$ cat src/rtl/if_stage.sv
// if_stage: RISC-V fetch stage owning the PC, imem request/ready handshake and IF/ID register.
// Define IF_PERF_CNT_EN to add perf_fetched / perf_stall_cycles counters.
module if_stage #(
    parameter int PC_W = 9,
    parameter int INS_W = 32,
    parameter logic [PC_W-1:0] RESET_PC = '0,
    parameter logic [INS_W-1:0] NOP = 32'h00000013
) (
    input  logic             clk,
    input  logic             reset,
    input  logic             stall,
    input  logic             branch_taken,
    input  logic [PC_W-1:0]  branch_target,
    output logic             imem_req,
    output logic [PC_W-1:0]  imem_addr,
    input  logic             imem_ready,
    input  logic [INS_W-1:0] imem_rdata,
`ifdef IF_PERF_CNT_EN
    output logic [31:0]      perf_fetched,
    output logic [31:0]      perf_stall_cycles,
`endif
    output logic             if_id_valid,
    output logic [PC_W-1:0]  if_id_pc,
    output logic [INS_W-1:0] if_id_instr,
    output logic [6:0]       opcode
);
    typedef enum logic [1:0] {FETCH, HOLD, DRAIN} state_t;

    state_t            state_q, state_d;
    logic [PC_W-1:0]   pc_q, pc_d, addr_q, addr_d, ipc_q, ipc_d;
    logic [INS_W-1:0]  skid_q, skid_d, ins_q, ins_d;
    logic              req_q, req_d, v_q, v_d, rdy, load;

    always_comb begin
        rdy = imem_ready & req_q;
        state_d = state_q;
        pc_d = pc_q;
        skid_d = skid_q;
        v_d = v_q;
        ipc_d = ipc_q;
        ins_d = ins_q;
        load = 1'b0;
        if (branch_taken) begin
            // A request still in flight must complete at its old address before refetching
            state_d = (state_q != HOLD && req_q && !rdy) ? DRAIN : FETCH;
            pc_d = branch_target & ~PC_W'(3);
            v_d = 1'b0;
            ipc_d = '0;
            ins_d = NOP;
        end else if (state_q == FETCH) begin
            if (rdy && !stall) begin
                load = 1'b1;
                ins_d = imem_rdata;
            end else if (rdy) begin
                skid_d = imem_rdata;
                state_d = HOLD;
            end else if (!stall) begin
                v_d = 1'b0;
                ipc_d = pc_q;
                ins_d = NOP;
            end
        end else if (state_q == HOLD) begin
            if (!stall) begin
                load = 1'b1;
                ins_d = skid_q;
                state_d = FETCH;
            end
        end else if (rdy) begin
            state_d = FETCH;
        end
        if (load) begin
            v_d = 1'b1;
            ipc_d = pc_q;
            pc_d = pc_q + PC_W'(4);
        end
        req_d = state_d != HOLD;
        addr_d = (state_q == DRAIN) ? addr_q : pc_q;
    end

    always_ff @(posedge clk) begin
        if (reset) begin
            state_q <= FETCH;
            pc_q <= RESET_PC;
            addr_q <= RESET_PC;
            skid_q <= NOP;
            req_q <= 1'b0;
            v_q <= 1'b0;
            ipc_q <= '0;
            ins_q <= NOP;
        end else begin
            state_q <= state_d;
            pc_q <= pc_d;
            addr_q <= addr_d;
            skid_q <= skid_d;
            req_q <= req_d;
            v_q <= v_d;
            ipc_q <= ipc_d;
            ins_q <= ins_d;
        end
    end

    assign imem_req = req_q;
    assign imem_addr = (state_q == DRAIN) ? addr_q : pc_q;
    assign if_id_valid = v_q;
    assign if_id_pc = ipc_q;
    assign if_id_instr = ins_q;
    assign opcode = ins_q[6:0];

`ifdef IF_PERF_CNT_EN
    logic [31:0] fetched_q, stalls_q;

    always_ff @(posedge clk) begin
        if (reset) begin
            fetched_q <= '0;
            stalls_q <= '0;
        end else begin
            fetched_q <= fetched_q + 32'(load);
            stalls_q <= stalls_q + 32'(stall);
        end
    end

    assign perf_fetched = fetched_q;
    assign perf_stall_cycles = stalls_q;
`endif
endmodule

$ cat config.mk
export PLATFORM = sky130hd
export DESIGN_NAME = if_stage
export DESIGN_NICKNAME = d
export VERILOG_FILES = /design/src/rtl/if_stage.sv
export SDC_FILE = /design/constraint.sdc
export NUM_CORES = 1
export LEC_CHECK = 0
export BUFFER_PORTS_ARGS = -buffer_cell sky130_fd_sc_hd__buf_4
export CORE_MARGIN = 5
export CORE_UTILIZATION = 49
export CTS_BUF_LIST = sky130_fd_sc_hd__clkbuf_8
export CTS_CLUSTER_SIZE = 30
export DETAILED_ROUTE_END_ITERATION = 7
export GPL_TIMING_DRIVEN = 0
export HOLD_SLACK_MARGIN = 0.1
export PLACE_DENSITY = 0.76
export SYNTH_ARGS = -nofsm -noshare
export SYNTH_HDL_FRONTEND = slang
export SYNTH_SLANG_ARGS = --single-unit
$ cat constraint.sdc
create_clock -name clk -period 1.8 [get_ports clk]
set_clock_uncertainty 0.2 [all_clocks]
set_input_delay 0.18 -clock clk [delete_from_list [all_inputs] [get_ports clk]]
set_output_delay 0.18 -clock clk [all_outputs]
set_load 0.005 [all_outputs]
==> results of run 1 <==
## how the worst max path moves through the flow
| stage | startpoint | to | slack (ns) |
|---|---|---|---|
| floorplan | state_q[1] | addr_q[3] | 0.12 |
| global placement | state_q[1] | if_id_instr[13] | -0.19 |
| detailed placement | state_q[1] | if_id_instr[13] | -0.26 |
| CTS | state_q[1] | imem_addr[4] | -0.16 |
| global route | state_q[1] | imem_addr[4] | -0.20 |
| finish | state_q[1] | imem_addr[8] | -0.14 |
## timing repair
item	in CTS	in global routing
setup buffers	4	2
resized for setup	38	26
endpoints found under the hold margin	82	0
setup endpoints to repair	80	67
hold buffers	42	0
## per-layer routing
metal	vias to the layer above	share of wire [%]
li1	2012	-
met1	1975	40
met2	205	50
met3	30	7.9
met4	0	2.3
met5	-	0
## power breakdown
| part | leakage, nW | switching, mW | internal, mW |
|---|---|---|---|
| logic | 1.34 | 0.334 | 0.338 |
| clock network | 0.0994 | 0.736 | 0.624 |
| registers | 0.750 | 0.0540 | 2.10 |
## state kept, by name (all words and copies together), names as in the netlist
register	count
if_id_valid	1
state_q	2
pc_q	7
if_id_pc	8
addr_q	9
if_id_instr	32
skid_q	32
imem_req	1
## through the flow
step	hold WS, ns	utilization [%]	setup TNS (ns)	cell area [sq um]
2_1_floorplan	0.128	-	0	3940
3_5_place_dp	0.244	62.1	-9.97	4820
3_3_place_gp	0.241	62.1	-5.87	4820
5_1_grt	0.125	72.5	-1.78	5630
6_report	0.118	72.5	-1.10	5630
4_1_cts	0.108	71.7	-1.26	5570
## cell usage in the layout, fill, tap and decap left out, types with 5 or more instances in the layout
| cell type | count |
|---|---|
| sky130_fd_sc_hd__clkbuf_8 | 12 |
| sky130_fd_sc_hd__buf_4 | 109 |
| sky130_fd_sc_hd__buf_6 | 8 |
| sky130_fd_sc_hd__a32oi_1 | 20 |
| sky130_fd_sc_hd__a311oi_1 | 5 |
| sky130_fd_sc_hd__clkbuf_4 | 5 |
| sky130_fd_sc_hd__nor2_1 | 7 |
| sky130_fd_sc_hd__clkbuf_1 | 23 |
| sky130_fd_sc_hd__a21oi_1 | 61 |
| sky130_fd_sc_hd__o21ai_0 | 76 |
| sky130_fd_sc_hd__dlygate4sd3_1 | 42 |
| sky130_fd_sc_hd__mux2_4 | 7 |
| sky130_fd_sc_hd__nor2b_1 | 11 |
| sky130_fd_sc_hd__inv_1 | 7 |
| sky130_fd_sc_hd__clkbuf_2 | 14 |
| sky130_fd_sc_hd__nand2_1 | 18 |
| sky130_fd_sc_hd__a31oi_1 | 11 |
| sky130_fd_sc_hd__dfxtp_1 | 88 |
| sky130_fd_sc_hd__nand3_1 | 42 |
## kinds of logic after synthesis
logic type,count (synthesis),synth area share [%]
compound gates,185,27.3
fa+ha+maj,1,0.318
simple gates,113,16.2
mux,8,2.26
flops,92,46.8
buf+inv,63,7.15
## cell type report
type	instances	area (sq um)
clock buffer	12	165
multi-input combinational	307	1870
clock inverter	4	30.0
fill	577	2140
inverter	7	26.3
tap	102	128
buffer	56	312
sequential	92	1850
timing repair buffer	149	1250
## worst min-delay path: stages
cell	delay [ns]
sky130_fd_sc_hd__buf_4	0.09
sky130_fd_sc_hd__buf_6	0.13
sky130_fd_sc_hd__nor2_4	0.06
sky130_fd_sc_hd__nand3_1	0.08
sky130_fd_sc_hd__a311oi_1	0.09
==> summary.md, run 1 <==
| Metric | Value |
|---|---|
| Outcome | finished with violations |
| Violated checks | setup timing |
| Post-synth top area share | between 40% and 50% |
| Worst EP required | 1.42 ns |
| Remaining number of nets flagged by the antenna check after routing | 0 |
| Leftover overflow at the end of global routing | 0 |
| Grt peak-use layer | met2 |
| Dominant cell by count in the synthesized netlist | sky130_fd_sc_hd__dfxtp_1 |
| Half-perimeter wire length after detailed placement | about 8400 um |
| Number of clock buffers inserted by TritonCTS | 9 |
| Buffers & Inverters on Critical Path | 3 |
| Tcrit/Tclk final | 108% |
| CP peak stage delay | 0.36 ns |
| Critical path's most frequent cell | sky130_fd_sc_hd__buf_8 |
| Flip-flop and latch count after synthesis | ~90 |
| Cell family contributing the most delay on the critical path | buffers and inverters |
| Crit-path slowest cell | sky130_fd_sc_hd__dfxtp_2 |
| Setup repair after global routing missed its margin | yes |
| EDFF count, synth | 0 |
| Core Area | between 7000 and 8000 sq um |
| Vias in the first global route | approximately 4200 |
| Launch instance of the worst min-delay path | stall |
| Root Buffer | sky130_fd_sc_hd__clkbuf_8 |
| Dominant cells by area after synthesis | sky130_fd_sc_hd__dfxtp_1, sky130_fd_sc_hd__o21ai_0, sky130_fd_sc_hd__a21oi_1, sky130_fd_sc_hd__nand3_1, sky130_fd_sc_hd__a32oi_1 |
| Least-Margin Pin Slew | 0.614 ns |
| Clock network latency to the later pin of the worst-skew pair | approximately 0.36 ns |
| Final Max Slew Viols | 0 |
| Class of the tightest hold or removal check | in -> reg |
| Met3 usage | 5.68% |
| Hold Vio Cnt, Final | 0 |
| Launch point of the worst reg-to-reg path | state_q[0] |
| Pwr/cell area | 743 nW/um^2 |
| Clock-pin slew of the registers on the worst-case setup and hold paths | approximately 0.09 ns |
| Most area-hungry cell type in the Yosys netlist | sky130_fd_sc_hd__dfxtp_1 |
| Max_slew headroom | roughly three fifths |
| Detailed-route vias per instance | a little under 6 |
| Critical Setup Path Class | reg -> out |
| Number of placed instances, taps included | roughly 670 |
| Worst Path Arrival | approximately 1.6 ns |
| Cell row count | 32 |
| Leak | roughly 2.2 nW |
| TritonCTS clock tree | done |
| Starting density of the core | roughly half |
| Post-synthesis async set-or-reset flop share | 0% |
| Max_cap viols | 0 |
| Pre-Repair DR Iteration Count | 5 |
| Post-place setup slack | -0.264 ns |
| Top cells by instance count after synthesis | sky130_fd_sc_hd__dfxtp_1, sky130_fd_sc_hd__o21ai_0, sky130_fd_sc_hd__a21oi_1 |
| Largest driver fanout on the critical path | 8 |
| Sequential element share of the synthesized area | ~47% |
| DR vias | approximately 4200 |
| Met2 GRT Util | a little over two fifths |
| Worst r2r dst | pc_q[2] |
| Met1 Resource Use GR | 30.4% |
| Instance count of the mapped netlist | 462 |
| Buffer depth of the longest clock path | 2 |
| Setup slack of the worst register-to-register path | roughly 0.04 ns |
| Syn Nets | 509 |
| Number of antenna violations at the first check in global routing | 0 |
| Overall track demand over capacity in global routing | between 20% and 30% |
| Maximum clock frequency | about 0.5 GHz |
| Kind of start point of the critical path | register |
| Synthesized area divided by synthesized cell count | around 8.5 sq um |
| Worst-case reg-to-reg path depth | 4 |
| Total chip power | 4.19 mW |
| Number of antenna diodes | 0 |
| Max IR drop VDD | about 0.75 mV |
| Cell count of the worst hold path | 5 |
| Horizontal die dimension | 99.6 um |
| Die area | around 10000 sq um |
| Level count of the clock H-tree | 3 |
| Initial DRC count | around 290 |
| Area delta synth->final | 43.1% |
| Syn Std Cell Area | roughly 4000 sq um |
| Worst path cell trace | buf_8, nor2b_4, buf_8, mux2_4, buf_6 |
| Die height | roughly 100 um |
| Post-detailed-route DRC marker count | 0 |
| Number of ports placed on the die boundary | 105 |
| Global-route wire length before repair | slightly above 20000 um |
| Number of nets in the layout | around 670 |
| Number of I/O port buffers | roughly 100 |
| Wirelength, routed | between 10000 and 15000 um |
| Synth unique cells | 44 |
| Final worst-path setup slack | -0.140 ns |
| Largest net degree at the start of global routing | 16 |
| Clock period minus final worst setup slack | 1.94 ns |
| # clock sinks | between 90 and 100 |
| Global placement routability congestion | approximately 0.85 |
| Count of warnings emitted by yosys | 0 |
| Non-filler instance count after layout | roughly 730 |
| Routed wire length per instance | 17.1 um |
| Endpoint of the worst hold-timing path | pc_q[3] |
| Synth Flop Type | sky130_fd_sc_hd__dfxtp_1 |
| Cell count along the critical path | 5 |
| Element type at the critical path end | output port |
| Proportion of layout cells with a drive suffix above 1 | 27.9% |
| Final Setup Violations | 9 |
No activity file was read; power rests on OpenSTA's default activity.
==> run 2: changes to the inputs <==
Settings changed: ABC_AREA set to 1, CELL_PAD_IN_SITES_DETAIL_PLACEMENT set to 1, CELL_PAD_IN_SITES_GLOBAL_PLACEMENT set to 1, CORE_UTILIZATION 49 to 35, PLACE_DENSITY 0.76 to 0.77.
==> run 2 against run 1 <==
The flow now finishes without violations. Wire length rose by 5.8%. Cell count grew 14%. Non-clock buffer count decreased by 15. Critical path depth rose by 1. Power shrank 1.5%. Utilization decreased by 21 points. Design area shrank 1.5%. Sequential power about the same.
==> summary.md, run 2 <==
| Metric | Value |
|---|---|
| Wirelength, routed | 13200 um (+5.8%) |
| Vias in the first global route | 4379 (+3.7%) |
| Sw Share | 26.6% (-0.25 points) |
| Number of nets in the layout | 732 (+9.4%) |
| Outcome | finished, final reports clean |
| Worst Path Arrival | 1.78 ns (+0.22 ns) |
| Syn Nets | 569 (+12%) |
| Accumulated negative setup slack | 0 ns (+1.10 ns) |
| Number of I/O port buffers | 101 (unchanged) |
| Pre-Repair DR Iteration Count | 4 (-1) |
| Class of the tightest hold or removal check | in -> reg |
| Synth unique cells | 29 (-34%) |
| Cell count of the worst hold path | 5 (unchanged) |
| Top cells by instance count after synthesis | sky130_fd_sc_hd__nand2_1, sky130_fd_sc_hd__dfxtp_1, sky130_fd_sc_hd__nor2_1 |
| Global-route wire length before repair | 21400 um (+5.5%) |
| # clock sinks | 92 (unchanged) |
| Leak | 2.44 nW (+11%) |
| Dominant cell by count in the synthesized netlist | sky130_fd_sc_hd__nand2_1 |
| Core Area | 10800 sq um (+39%) |
| TritonCTS clock tree | done |
| Critical path's most frequent cell | sky130_fd_sc_hd__nor2_1 |
| Remaining number of nets flagged by the antenna check after routing | 0 (unchanged) |
| Setup slack of the worst register-to-register path | 0.05 ns (about the same) |
| Final Setup Violations | 0 (-9) |
| Synth Flop Type | sky130_fd_sc_hd__dfxtp_1 |
| Clock-pin slew of the registers on the worst-case setup and hold paths | 0.09 ns (about the same) |
| Cell row count | 38 (+19%) |
| Count of warnings emitted by yosys | 0 (unchanged) |
| Detailed-route vias per instance | 4.87 (-16%) |
| Buffer depth of the longest clock path | 2 (unchanged) |
| Overall track demand over capacity in global routing | 20.3% (-4.8 points) |
| Largest net degree at the start of global routing | 14 (-2) |
| Leftover overflow at the end of global routing | 0 (unchanged) |
| Internal power component | 3.03 mW (-1.2%) |
| Relative contribution of sequential cells to total power | 52.5% (+1.0 points) |
| Worst EP required | 1.83 ns (+0.41 ns) |
| Number of ports placed on the die boundary | 105 (unchanged) |
| Syn Std Cell Area | 3840 sq um (-2.4%) |
| Kind of start point of the critical path | register |
| Die height | 115 um (+15%) |
| Largest driver fanout on the critical path | 5 (-3) |
| Reported net switching power | 1.10 mW (-2.4%) |
| Least-Margin Pin Slew | 0.683 ns (+0.0683 ns) |
| Final Max Slew Viols | 0 (unchanged) |
| Combinational power share | 16.2% (+0.2 points) |
| DR vias | 4034 (-4.5%) |
| Instance count of the mapped netlist | 522 (+13%) |
| Total chip power | 4.12 mW (-1.5%) |
| Number of clock buffers inserted by TritonCTS | 9 (unchanged) |
| Tcrit/Tclk final | 97.2% (-11 points) |
| Flip-flop and latch count after synthesis | 92 (unchanged) |
| Max_slew headroom | 54.5% (-4.6 points) |
| Root Buffer | sky130_fd_sc_hd__clkbuf_8 |
| Critical Setup Path Class | reg -> reg |
| Die area | 13200 sq um (+33%) |
| Horizontal die dimension | 115 um (+15%) |
| Most area-hungry cell type in the Yosys netlist | sky130_fd_sc_hd__dfxtp_1 |
| Routed wire length per instance | 15.9 um (-6.9%) |
| Synthesized area divided by synthesized cell count | 7.36 sq um (-14%) |
| Sequential element share of the synthesized area | 47.9% (+1.1 points) |
| Maximum clock frequency | 0.572 GHz (+11%) |
| Element type at the critical path end | register |
| Number of antenna violations at the first check in global routing | 0 (unchanged) |
| Number of placed instances, taps included | 763 (+15%) |
| Global placement routability congestion | 0.827 (-2.2%) |
| Clock network latency to the later pin of the worst-skew pair | 0.36 ns (about the same) |
| Post-synth top area share | 47.9% (+1.1 points) |
| Max_cap viols | 0 (unchanged) |
| Dominant cells by area after synthesis | sky130_fd_sc_hd__dfxtp_1, sky130_fd_sc_hd__nand2_1, sky130_fd_sc_hd__o21ai_0, sky130_fd_sc_hd__nor2_1, sky130_fd_sc_hd__a21oi_1 |
| CP peak stage delay | 0.60 ns (+0.24 ns) |
| Pwr/cell area | 744 nW/um^2 (about the same) |
| Level count of the clock H-tree | 3 (unchanged) |
| Post-detailed-route DRC marker count | 0 (unchanged) |
| Area delta synth->final | 44.4% |
| Share of power burned in the clock network | 31.3% (-1.2 points) |
| Proportion of layout cells with a drive suffix above 1 | 24.7% (-3.2 points) |
| Half-perimeter wire length after detailed placement | 9310 um (+11%) |
| Worst path cell trace | nand2_2, dlygate4sd3_1, nand4_1, nand2_1, nor2_1, nor2_1 |
| Starting density of the core | 35.6% (-15 points) |
| Post-synthesis async set-or-reset flop share | 0% (unchanged) |
| Worst-case reg-to-reg path depth | 6 (+2) |
| Clock period minus final worst setup slack | 1.75 ns (-0.191 ns) |
| Most common library cell in the layout ignoring fill and taps | sky130_fd_sc_hd__buf_4 |
| Non-filler instance count after layout | 828 (+14%) |
| Initial DRC count | 153 (-46%) |
| Hold Vio Cnt, Final | 0 (unchanged) |
| Commonest non-fill, non-tap cells in the layout | sky130_fd_sc_hd__buf_4, sky130_fd_sc_hd__nand2_1, sky130_fd_sc_hd__dfxtp_1, sky130_fd_sc_hd__nor2_1, sky130_fd_sc_hd__o21ai_0 |
| Crit-path slowest cell | sky130_fd_sc_hd__dlygate4sd3_1 |
| Number of antenna diodes | 0 (unchanged) |
| Max IR drop VDD | 0.362 mV (-52%) |
| EDFF count, synth | 0 (unchanged) |
-- run 2: cell type report --
type	instances	area, sq um
Timing Repair Buffer	152	1280
Inverter	36	138
Sequential cell	92	1850
Tap cell	140	175
Clock buffer	12	165
Multi-Input combinational cell	356	1690
Buffer	38	241
Clock inverter	2	11.3
Fill cell	1350	5250
-- run 2: cell families (layout without fill, tap and decap cells) --
group | after synthesis | in the layout | share of synthesized area, %
flops | 92 | 92 | 47.9
fa+ha+maj | 1 | 1 | 0.326
compound gates | 123 | 123 | 17.0
buf+inv | 74 | 240 | 9.45
simple gates | 232 | 232 | 25.3
-- run 2: critical path: cells and delay by family (launching register included) --
kind                   cells  cell delay [ns]
DFF                        1             0.36
and+or+nand+nor            5             0.47
buffers and inverters      1             0.60
-- run 2: power by group through the flow --
stage / clock network (mW) / registers [mW] / logic (mW)
after floorplan: 0 / 2.20 / 0.285
after global placement: 0 / 2.20 / 0.540
after detailed placement: 0 / 2.21 / 0.558
after CTS: 1.33 / 2.16 / 0.657
after global routing: 1.39 / 2.18 / 0.741
final: 1.29 / 2.17 / 0.669
-- run 2: repair_timing --
action                                  in CTS  in global routing
buffers inserted                             1                  0
gates cloned                                 0                  1
hold buffers                                49                  0
gates resized for setup                     19                 11
pin swaps                                    0                  1
endpoints found under the setup margin       9                 32
endpoints found under the hold margin       73                  0
-- run 2: through the flow --
step	setup WS [ns]	hold WS [ns]	instance area, sq um	util (%)
finish	0.0511	0.114	5550	51.4
global route	-0.0412	0.153	5550	51.4
CTS	0.00363	0.115	5490	50.8
detailed placement	0.0299	0.202	4770	44.2
global placement	0.0529	0.203	4770	44.2
floorplan	0.377	0.0568	3840	-
-- run 2: path summary, 6_finish.rpt --
kind,startpoint,endpoint
min,branch_taken,pc_q[6]
max,imem_req,imem_req
min reg2reg,addr_q[1],addr_q[1]
max reg2reg,imem_req,imem_req
-- run 2: routing by layer --
layer	GRT usage (%)	vias to the layer above	share of wire, %
met1	24.2	1920	44
met2	37.4	85	51
met3	2.53	13	3.9
met4	6.89	0	1.1
met5	0	-	0
li1	-	2016	-
==> run 3: changes to the inputs <==
Settings changed: MAX_ROUTING_LAYER set to met4.
==> run 3 against run 2 <==
Clock power hardly changed. Sequential share of layout area stayed put. Critical endpoint is now imem_addr[4]. Design area stayed put. First-iteration DRC count is 7.8% higher. Count of clock-buffer cells in the layout stayed put. Cell count stayed put. Die area stayed put. Non-clock buffer count stayed put. Critical path type is now reg -> out. Sequential power hardly changed. Setup slack worse by 0.0037 ns. Power is 0.21% higher.
==> summary.md, run 3 (synthesized netlist as in run 2, its figures left out) <==
| Metric | Value |
|---|---|
| Endpoint of the worst hold-timing path | pc_q[6] |
| Remaining number of nets flagged by the antenna check after routing | 0 (unchanged) |
| Hold Vio Cnt, Final | 0 (unchanged) |
| Level count of the clock H-tree | 3 (unchanged) |
| Pwr/cell area | 745 nW/um^2 (+0.21%) |
| Overall track demand over capacity in global routing | 20.9% (+0.66 points) |
| Clock-pin slew of the registers on the worst-case setup and hold paths | 0.09 ns (about the same) |
| Non-filler instance count after layout | 828 (unchanged) |
| Reg area | 1850 sq um (unchanged) |
| Worst path cell trace | inv_4, nand2_8, buf_8, o21ai_2, inv_1, buf_4 |
| Commonest non-fill, non-tap cells in the layout | sky130_fd_sc_hd__buf_4, sky130_fd_sc_hd__nand2_1, sky130_fd_sc_hd__dfxtp_1, sky130_fd_sc_hd__nor2_1, sky130_fd_sc_hd__o21ai_0 |
| Leftover overflow at the end of global routing | 0 (unchanged) |
| Cell count of the worst hold path | 5 (unchanged) |
| Area delta synth->final | 44.4% (unchanged) |
| Initial DRC count | 165 (+7.8%) |
| Cell family contributing the most delay on the critical path | buffers and inverters |
| Max_slew headroom | 54.7% (+0.17 points) |
| Post-placement cell area | 4770 sq um (unchanged) |
| Wirelength, routed | 13200 um (+0.40%) |
| Die height | 115 um (unchanged) |
| Class of the tightest hold or removal check | in -> reg |
| Starting density of the core | 35.6% (unchanged) |
| Largest driver fanout on the critical path | 10 (+5) |
| Clock period minus final worst setup slack | 1.75 ns (+0.00373 ns) |
| Die area | 13200 sq um (unchanged) |
| Launch point of the worst reg-to-reg path | imem_req |
| DR vias | 4049 (+0.37%) |
| Worst r2r dst | imem_req |
| Global placement routability congestion | 0.840 (+1.5%) |
| Crit-path slowest cell | sky130_fd_sc_hd__dfxtp_2 |
| Tcrit/Tclk final | 97.4% (+0.21 points) |
| Final Setup Violations | 0 (unchanged) |
| Fill cells | 1350 (unchanged) |
| Number of clock buffers inserted by TritonCTS | 9 (unchanged) |
| Number of antenna violations at the first check in global routing | 0 (unchanged) |
| Global-route wire length before repair | 21400 um (+0.16%) |
| Buffer depth of the longest clock path | 2 (unchanged) |
| Number of nets in the layout | 732 (unchanged) |
| # clock sinks | 92 (unchanged) |
| Horizontal die dimension | 115 um (unchanged) |
| Detailed-route vias per instance | 4.89 (+0.37%) |
| Maximum clock frequency | 0.571 GHz (-0.21%) |
| Post-place setup slack | 0.0299 ns (unchanged) |
| Final core utilization | 51.4% (unchanged) |
| Buffers & Inverters on Critical Path | 4 (+3) |
| Max IR drop VDD | 0.363 mV (+0.15%) |
| CP peak stage delay | 0.37 ns (-0.23 ns) |
| Number of I/O port buffers | 101 (unchanged) |
| Clock network latency to the later pin of the worst-skew pair | 0.36 ns (about the same) |
| Worst Path Arrival | 1.37 ns (-0.41 ns) |
| Worst EP required | 1.42 ns (-0.41 ns) |
| Kind of start point of the critical path | register |
| Final Cell Area | 5550 sq um (unchanged) |
| Cell row count | 38 (unchanged) |
| Launch instance of the worst min-delay path | branch_taken |
| Critical Setup Path Class | reg -> out |
| Pre-Repair DR Iteration Count | 4 (unchanged) |
| Max_cap viols | 0 (unchanged) |
| Area of the multi-input gates | 1690 sq um (unchanged) |
| Most common library cell in the layout ignoring fill and taps | sky130_fd_sc_hd__buf_4 |
| Least-Margin Pin Slew | 0.680 ns (-0.00257 ns) |
| Final Max Slew Viols | 0 (unchanged) |
| Worst-case reg-to-reg path depth | 6 (unchanged) |
| Routed wire length per instance | 16.0 um (+0.40%) |
| Final worst-path setup slack | 0.0473 ns (-0.00373 ns) |
| Post-detailed-route DRC marker count | 0 (unchanged) |
| Number of placed instances, taps included | 763 (unchanged) |
| Leak | 2.44 nW (unchanged) |
| Half-perimeter wire length after detailed placement | 9310 um (unchanged) |
| Outcome | finished, final reports clean |
| TritonCTS clock tree | done |
| Core Area | 10800 sq um (unchanged) |
| Number of ports placed on the die boundary | 105 (unchanged) |
| Vias in the first global route | 4377 (-0.046%) |
| Accumulated negative setup slack | 0 ns (unchanged) |
| Largest net degree at the start of global routing | 14 (unchanged) |
| Element type at the critical path end | output port |
| Proportion of layout cells with a drive suffix above 1 | 24.7% (unchanged) |
| Number of antenna diodes | 0 (unchanged) |
| Root Buffer | sky130_fd_sc_hd__clkbuf_8 |
| Setup slack of the worst register-to-register path | 0.06 ns (about the same) |
run 3: cell counts in the layout (fill, tap and decap cells not counted):
Identical to the previous run, type by type.
run 3: worst max-delay path by stage:
stage / from / endpoint / slack, ns / cells after the start
after detailed placement: state_q[1] / imem_addr[6] / 0.03 / 5
after CTS: state_q[0] / imem_addr[5] / 0.004 / 6
after global placement: state_q[1] / imem_addr[7] / 0.05 / 5
after global routing: imem_req / imem_req / -0.04 / 6
after floorplan: state_q[1] / imem_addr[2] / 0.38 / 4
final: state_q[0] / imem_addr[4] / 0.05 / 6
run 3: repair_timing:
item                       4_1_cts  5_1_grt
gates cloned                     0        1
gates resized for setup         19       11
buffers inserted                 1        0
pin swaps                        0        1
setup endpoints to repair        9       31
hold buffers                    49        0
hold endpoints to repair        73        0
run 3: worst reg2reg max path, cell delays in order, from the launching register on:
cell and delay [ns]:
sky130_fd_sc_hd__dfxtp_2 0.36, sky130_fd_sc_hd__nand2_2 0.09, sky130_fd_sc_hd__dlygate4sd3_1 0.60, sky130_fd_sc_hd__nand4_1 0.12, sky130_fd_sc_hd__nand2_1 0.06, sky130_fd_sc_hd__nor2_1 0.14
sky130_fd_sc_hd__nor2_1 0.06
run 3: cell type report:
type	count	area share, %
inverters	36	2.48
clock buffers	12	2.98
flip-flops and latches	92	33.3
plain buffers	38	4.35
clock inverters	2	0.203
repair buffers	152	23.1
well taps	140	3.16
multi-input cells	356	30.4
run 3: stage by stage:
step,hold slack (ns),power (mW)
final,0.113,4.13
after global routing,0.153,4.32
after CTS,0.115,4.15
after detailed placement,0.202,2.77
after global placement,0.203,2.74
after floorplan,0.0568,2.48
run 3: metal layers:
metal / track usage [%] / up-vias / part of all wire, % / wire length [um]
met4: 6.89 / 0 / 1.3 / 173
met1: 24.4 / 1923 / 44 / 5760
li1: - / 2014 / - / -
met2: 37.4 / 98 / 51 / 6700
met3: 2.37 / 14 / 4.4 / 575
met5: - / - / 0 / 0
run 3: power breakdown:
part,switching (mW),leakage [nW],internal [mW],total (mW)
sequential,0.0552,0.751,2.11,2.17
combinational,0.349,1.60,0.321,0.670
clock,0.700,0.0918,0.596,1.30
total,1.10,2.44,3.03,4.13
